<file path="src/rtl/mac_coproc_pkg.sv">
// rtl/mac_coproc_pkg.sv - shared command encoding and stage payload for the MAC coprocessor
package mac_coproc_pkg;

   typedef enum logic [2:0] {
      MAC_NOP = 3'd0,
      MAC_MUL = 3'd1,
      MAC_MAC = 3'd2,
      MAC_CLR = 3'd3,
      MAC_RDL = 3'd4,
      MAC_RDH = 3'd5
   } mac_cmd_t;

   // Payload fields are sized for the widest supported configuration;
   // narrower lane indices are zero-extended, narrower products sign-extended.
   localparam int MAC_LANE_W = 8;
   localparam int MAC_PROD_W = 64;

   typedef struct packed {
      mac_cmd_t                       op;
      logic [MAC_LANE_W-1:0]          lane;
      logic [4:0]                     rd;
      logic signed [MAC_PROD_W-1:0]   product;
   } mac_stage_t;

   function automatic logic is_read(input mac_cmd_t op);
      return (op == MAC_RDL) || (op == MAC_RDH);
   endfunction

endpackage

</file>
<file path="src/rtl/mac_cmd_fifo.sv">
// rtl/mac_cmd_fifo.sv - synchronous command queue with full/empty/count
module mac_cmd_fifo #(
   parameter int WIDTH = 8,
   parameter int DEPTH = 4
) (
   input  logic                     clk,
   input  logic                     rst,
   input  logic                     push,
   input  logic [WIDTH-1:0]         din,
   input  logic                     pop,
   output logic [WIDTH-1:0]         dout,
   output logic                     full,
   output logic                     empty,
   output logic [$clog2(DEPTH):0]   count
);

   localparam int AW = $clog2(DEPTH);
   localparam int CW = AW + 1;

   logic [WIDTH-1:0] mem [DEPTH];
   logic [AW-1:0]    wr_ptr;
   logic [AW-1:0]    rd_ptr;
   logic             do_push;
   logic             do_pop;

   assign full    = (count == CW'(DEPTH));
   assign empty   = (count == '0);
   assign do_push = push && !full;
   assign do_pop  = pop && !empty;
   assign dout    = mem[rd_ptr];

   // Storage array: data only, pointers qualify validity so no reset is needed.
   always_ff @(posedge clk) begin
      if (do_push) begin
         mem[wr_ptr] <= din;
      end
   end

   // Pointers wrap naturally because DEPTH is a power of two; count tracks occupancy.
   always_ff @(posedge clk or negedge rst) begin
      if (!rst) begin
         wr_ptr <= '0;
         rd_ptr <= '0;
         count  <= '0;
      end else begin
         if (do_push) begin
            wr_ptr <= wr_ptr + AW'(1);
         end
         if (do_pop) begin
            rd_ptr <= rd_ptr + AW'(1);
         end
         case ({do_push, do_pop})
            2'b10:   count <= count + CW'(1);
            2'b01:   count <= count - CW'(1);
            default: count <= count;
         endcase
      end
   end

endmodule

</file>
<file path="src/rtl/mac_coproc.sv">
// rtl/mac_coproc.sv - queued multi-lane multiply-accumulate coprocessor
module mac_coproc
   import mac_coproc_pkg::*;
#(
   parameter int XLEN       = 32,
   parameter int LANES      = 4,
   parameter int ACC_W      = 64,
   parameter int MUL_STAGES = 2,
   parameter int FIFO_DEPTH = 4
) (
   input  logic                       clk,
   input  logic                       rst,
   input  logic                       cmd_valid,
   output logic                       cmd_ready,
   input  mac_cmd_t                   cmd_op,
   input  logic [$clog2(LANES)-1:0]   cmd_lane,
   input  logic [XLEN-1:0]            cmd_a,
   input  logic [XLEN-1:0]            cmd_b,
   input  logic [4:0]                 cmd_rd,
   output logic                       rsp_valid,
   input  logic                       rsp_ready,
   output logic [XLEN-1:0]            rsp_data,
   output logic [4:0]                 rsp_rd,
   output logic                       busy,
   output logic [LANES-1:0]           ovf
);

   localparam int LW    = $clog2(LANES);
   localparam int CMD_W = 3 + LW + 5 + 2 * XLEN;

   if (LANES < 2 || (LANES & (LANES - 1)) != 0 || LANES > (1 << MAC_LANE_W)) begin : g_bad_lanes
      $error("LANES must be a power of two, at least 2, within the payload lane field");
   end
   if (ACC_W < 2 * XLEN) begin : g_bad_acc
      $error("ACC_W must be at least 2*XLEN");
   end
   if (2 * XLEN > MAC_PROD_W) begin : g_bad_xlen
      $error("XLEN exceeds the payload product field");
   end
   if (MUL_STAGES < 1) begin : g_bad_stages
      $error("MUL_STAGES must be at least 1");
   end
   if (FIFO_DEPTH < 2 || (FIFO_DEPTH & (FIFO_DEPTH - 1)) != 0) begin : g_bad_depth
      $error("FIFO_DEPTH must be a power of two, at least 2");
   end

   logic [CMD_W-1:0]               fifo_dout;
   logic                           fifo_full;
   logic                           fifo_empty;
   logic [$clog2(FIFO_DEPTH):0]    fifo_count;
   logic                           advance;
   logic                           commit;

   mac_cmd_t                       head_op;
   logic [LW-1:0]                  head_lane;
   logic [4:0]                     head_rd;
   logic [XLEN-1:0]                head_a;
   logic [XLEN-1:0]                head_b;
   logic signed [2*XLEN-1:0]       head_prod;
   mac_stage_t                     head_stage;

   mac_stage_t                     stg [MUL_STAGES];
   logic [MUL_STAGES-1:0]          stg_valid;
   mac_stage_t                     tail;

   logic [ACC_W-1:0]               acc [LANES];
   logic [ACC_W-1:0]               acc_sel;
   logic [ACC_W-1:0]               prod_ext;
   logic [ACC_W-1:0]               acc_sum;
   logic                           mac_ovf;

   // A held response that is not being taken freezes the pipe and the queue head.
   assign advance   = !rsp_valid || rsp_ready;
   assign commit    = advance && stg_valid[MUL_STAGES-1];
   assign cmd_ready = rst && !fifo_full;
   assign busy      = (fifo_count != '0) || (|stg_valid) || rsp_valid;

   mac_cmd_fifo #(
      .WIDTH (CMD_W),
      .DEPTH (FIFO_DEPTH)
   ) u_fifo (
      .clk   (clk),
      .rst   (rst),
      .push  (cmd_valid && cmd_ready),
      .din   ({cmd_op, cmd_lane, cmd_rd, cmd_a, cmd_b}),
      .pop   (advance),
      .dout  (fifo_dout),
      .full  (fifo_full),
      .empty (fifo_empty),
      .count (fifo_count)
   );

   assign head_op   = mac_cmd_t'(fifo_dout[CMD_W-1 -: 3]);
   assign head_lane = fifo_dout[CMD_W-4 -: LW];
   assign head_rd   = fifo_dout[2*XLEN+4 -: 5];
   assign head_a    = fifo_dout[2*XLEN-1 -: XLEN];
   assign head_b    = fifo_dout[XLEN-1:0];
   assign head_prod = (2*XLEN)'($signed(head_a)) * (2*XLEN)'($signed(head_b));

   assign head_stage.op      = head_op;
   assign head_stage.lane    = MAC_LANE_W'(head_lane);
   assign head_stage.rd      = head_rd;
   assign head_stage.product = MAC_PROD_W'(head_prod);

   assign tail = stg[MUL_STAGES-1];

   // Stage valids: the queue head enters stage 1 whenever the pipe advances.
   always_ff @(posedge clk or negedge rst) begin
      if (!rst) begin
         stg_valid <= '0;
      end else if (advance) begin
         stg_valid[0] <= !fifo_empty;
         for (int i = 1; i < MUL_STAGES; i++) begin
            stg_valid[i] <= stg_valid[i-1];
         end
      end
   end

   // Stage payloads: product is formed entering stage 1 and carried to commit.
   always_ff @(posedge clk) begin
      if (advance) begin
         stg[0] <= head_stage;
         for (int i = 1; i < MUL_STAGES; i++) begin
            stg[i] <= stg[i-1];
         end
      end
   end

   // Commit datapath: select the target accumulator and form the wrapped sum.
   always_comb begin
      acc_sel = '0;
      for (int i = 0; i < LANES; i++) begin
         if (tail.lane == MAC_LANE_W'(i)) begin
            acc_sel = acc[i];
         end
      end
      prod_ext = ACC_W'($signed(tail.product));
      acc_sum  = acc_sel + prod_ext;
      mac_ovf  = (acc_sel[ACC_W-1] == prod_ext[ACC_W-1]) && (acc_sum[ACC_W-1] != acc_sel[ACC_W-1]);
   end

   // Accumulators and sticky overflow flags update on the commit edge only.
   always_ff @(posedge clk or negedge rst) begin
      if (!rst) begin
         for (int i = 0; i < LANES; i++) begin
            acc[i] <= '0;
         end
         ovf <= '0;
      end else if (commit) begin
         for (int i = 0; i < LANES; i++) begin
            if (tail.lane == MAC_LANE_W'(i)) begin
               case (tail.op)
                  MAC_MUL: acc[i] <= prod_ext;
                  MAC_MAC: begin
                     acc[i] <= acc_sum;
                     if (mac_ovf) begin
                        ovf[i] <= 1'b1;
                     end
                  end
                  MAC_CLR: begin
                     acc[i] <= '0;
                     ovf[i] <= 1'b0;
                  end
                  default: ;
               endcase
            end
         end
      end
   end

   // Response register: a read commit may reload it on the same edge it retires.
   always_ff @(posedge clk or negedge rst) begin
      if (!rst) begin
         rsp_valid <= 1'b0;
         rsp_data  <= '0;
         rsp_rd    <= '0;
      end else if (commit && is_read(tail.op)) begin
         rsp_valid <= 1'b1;
         rsp_data  <= (tail.op == MAC_RDL) ? acc_sel[XLEN-1:0] : acc_sel[2*XLEN-1:XLEN];
         rsp_rd    <= tail.rd;
      end else if (rsp_ready) begin
         rsp_valid <= 1'b0;
      end
   end

endmodule

</file>
<file path="config.mk">
export PLATFORM = sky130hd
export DESIGN_NAME = mac_coproc
export DESIGN_NICKNAME = d
export VERILOG_FILES = /design/src/rtl/mac_coproc_pkg.sv /design/src/rtl/mac_cmd_fifo.sv /design/src/rtl/mac_coproc.sv
export SDC_FILE = /design/constraint.sdc
export NUM_CORES = 2
export LEC_CHECK = 0
export BUFFER_PORTS_ARGS = -buffer_cell sky130_fd_sc_hd__buf_2
export CELL_PAD_IN_SITES_DETAIL_PLACEMENT = 1
export CELL_PAD_IN_SITES_GLOBAL_PLACEMENT = 1
export CORE_ASPECT_RATIO = 0.6
export CORE_MARGIN = 2
export CORE_UTILIZATION = 48
export DETAILED_ROUTE_END_ITERATION = 6
export PLACE_DENSITY = 0.86
export SLEW_MARGIN = 10
export SYNTH_ARGS = -nofsm -noshare
export SYNTH_HDL_FRONTEND = slang
export SYNTH_SLANG_ARGS = --single-unit
</file>
<file path="constraint.sdc">
create_clock -name clk -period 10.01 [get_ports clk]
set_input_delay 1.5015 -clock clk [delete_from_list [all_inputs] [get_ports clk]]
set_output_delay 1.5015 -clock clk [all_outputs]
set_load 0.005 [all_outputs]
</file>
==> flow_summary_export.csv <==
group,metric,value,unit
setup_path,path_class,"flip-flop to flip-flop",
setup_path,timing.critical_path.mode_cell,"fa_1",
final_layout,layout_common_cells,"1,084 x fa_1, 1,043 x inv_1, 929 x nand2_1",
global_routing,grt_pass1_vias,56966,
min_path,whs_endpoint,"stg[0][140]",
floorplan,die_h,296.4,um
sta,fin_crit_sh,97.30,%
final_layout,instances_no_fill,8502,
routing,drt-total-wl,235.5,mm
floorplan,initial_core_util,48.30,%
routing,viasPerCell,5.966,
sta,layout_setup_ws,0.2704,ns
global_routing,grt_max_degree,78,
setup_path,cp_max_fo,24,
final_layout,finalNetCount,7940,
cts,cts_tree,"done",
global_routing,grt_use_total,33.02,%
status,status,"completed",
logic_synthesis,synth_ff_type,"edfxtp_1",
floorplan,io_pins,122,
setup_path,cp-start-kind,"flip-flop",
sta,finalSetupViolCount,0,
sta,report.final.slew_viol_count,0,
floorplan,core_area,0.1416,mm^2
global_routing,antenna_found_initial,15,
routing,drc,0,
logic_synthesis,synthDistinctLibCells,81,
sta,tightest_slew,1.225,ns
min_path,holdCritPathClass,"flip-flop to flip-flop",
run,cap_violations,0,
routing,first_iter_violations,5475,
logic_synthesis,ys_seq_area_share,30.72,%
setup_path,worst-r2r-cell-count,29,
setup_path,worst_path_dominant_cell_family,"adder cells",
placement,dpl_worst_slack,0.2692,ns
routing,drt_pre_antenna_iters,7,
logic_synthesis,ys_seq_elements,751,
sta,relSlewSlack,18.15,%
logic_synthesis,synthesis.area,0.06841,mm^2
cts,cts-htree-levels,3,
sta,fin_skew,0.06028,ns
placement,port_buffers,121,
min_path,worstHoldStart,"stg[0][60]",
routing,wl_per_cell,27.70,um
floorplan,dieArea,0.1457,mm^2
sta,rsz0062_at_grt,"false",
logic_synthesis,yosys_warnings,0,
sta,hold_viol,0,
setup_path,max_stage_delay,0.68,ns
cts,clkTransAtPathRegs,0.06,ns
routing,postRouteAntennaNets,0,
cts,hold_buffers,0,
placement,dpl-instance-area,0.07199,mm^2
placement,dpl.cell_count,8352,
sta,setup_tns,0,ns
placement,dp_hpwl,186.8,mm
sta,period_needed,9.740,ns
setup_path,reg2reg_to,"stg[0][59]",
cts,cts_buffers,78,
sta,max_freq,102.7,MHz
setup_path,path_buf_inv,7,
placement,gp_congestion,0.9996,
logic_synthesis,avgSynthCellArea,10.62,um^2
min_path,hold_depth,0,
logic_synthesis,synth_edf_count,444,
setup_path,reg2reg_setup_slack,0.27,ns
setup_path,required,10.47,ns
global_routing,grt_overflow_total,0,
final_layout,drive_gt1_share,10.73,%
routing,num_vias,50726,
global_routing,grt_pass1_wl,357.9,mm
cts,cts_buffer_depth,3,
cts,root_buffer,"clkbuf_16",
setup_path,crit_path_end_kind,"flip-flop",
setup_path,reg2reg_from,"u_fifo.rd_ptr[0]",
logic_synthesis,async_flop_share,40.88,%
setup_path,slowest_stage,"dfrtp_4",
cts,cts_sinks,751,
floorplan,fp-row-count,107,
final_layout,syn2layout_area_growth,9.082,%
floorplan,die_w,491.4,um
logic_synthesis,synthCells,6443,
logic_synthesis,postSynthNetCount,7857,
cts,clock_latency,0.72,ns
final_layout,final_area,0.07463,mm^2
setup_path,critical_path_arrival,10.20,ns
final_layout,final_common_cell,"fa_1",
## registers in the layout (all words and copies together), names as in the netlist
name	flops
acc	256
ovf	4
rsp_data	32
rsp_rd	5
rsp_valid	1
stg	148
stg_valid	2
u_fifo.count	3
u_fifo.mem	296
u_fifo.rd_ptr	2
u_fifo.wr_ptr	2
## final cells by class
class | count | area (um^2)
clock inverter | 42 | 501.7
fill | 15340 | 67020
antenna | 6 | 15.01
clock buffer | 101 | 2088
tap | 1907 | 2386
sequential | 751 | 21020
timing repair buffer | 336 | 2342
multi-input combinational | 4316 | 42360
inverter | 1043 | 3915
## routing by layer
metal / vias to the layer above / GRT usage [%] / part of all wire [%]
li1: 20670 / - / -
met5: - / 0 / 0.042
met4: 14 / 11.51 / 3.9
met2: 2841 / 50.50 / 44
met3: 630 / 9.741 / 12
met1: 26571 / 45.14 / 40
## how the worst max path moves through the flow
stage	slack, ns	start	cells after the start	end
floorplan	0.63	u_fifo.rd_ptr[0]	34	stg[0][62]
global placement	0.57	u_fifo.rd_ptr[0]	29	stg[0][59]
detailed placement	0.27	u_fifo.rd_ptr[0]	29	stg[0][59]
CTS	0.15	u_fifo.rd_ptr[0]	29	stg[0][59]
global route	0.07	u_fifo.rd_ptr[1]	28	stg[0][62]
finish	0.27	u_fifo.rd_ptr[0]	29	stg[0][59]
## cells by family (layout without fill, tap and decap cells)
family                   after synthesis  in the layout  share of synthesized area [%]
flip-flops                           751            751                          30.72
adder cells (fa/ha/maj)             1336           1336                          36.33
buffers and inverters               1376           1522                          7.597
multiplexers                         295            295                          5.993
AO/OA/AOI/OAI                        827            827                          7.398
other                                  0              6                              0
XOR/XNOR                             128            128                          1.639
AND/OR/NAND/NOR                     1730           1730                          10.33
## repair_timing
action,in CTS,in global routing
setup endpoints to repair,0,11
hold endpoints to repair,0,0
gates resized for setup,0,4
setup buffers,0,1
## Yosys cell counts (81+ instances only)
cell type	number	share of area, %
nor2_1	575	3.2
inv_1	1043	5.7
mux4_2	81	2.7
a21oi_1	155	1.1
edfxtp_1	444	19
fa_1	1084	32
ha_1	252	4.6
mux2_2	107	1.8
nand2_1	930	5.1
clkbuf_1	286	1.6
dfrtp_1	307	11
mux2i_1	107	1.6
o21ai_0	317	2.3
xnor2_1	85	1.1
## per-stage QoR
stage | hold slack, ns | utilization (%)
detailed placement | 0.4056 | 50.82
CTS | 0.4166 | 52.65
floorplan | 0.4003 | -
global route | 0.4239 | 52.68
finish | 0.4058 | 52.69
global placement | 0.4033 | 50.82
Power is not shown: default switching activity piles up to over one toggle a cycle in this logic, so the estimate is an artifact.
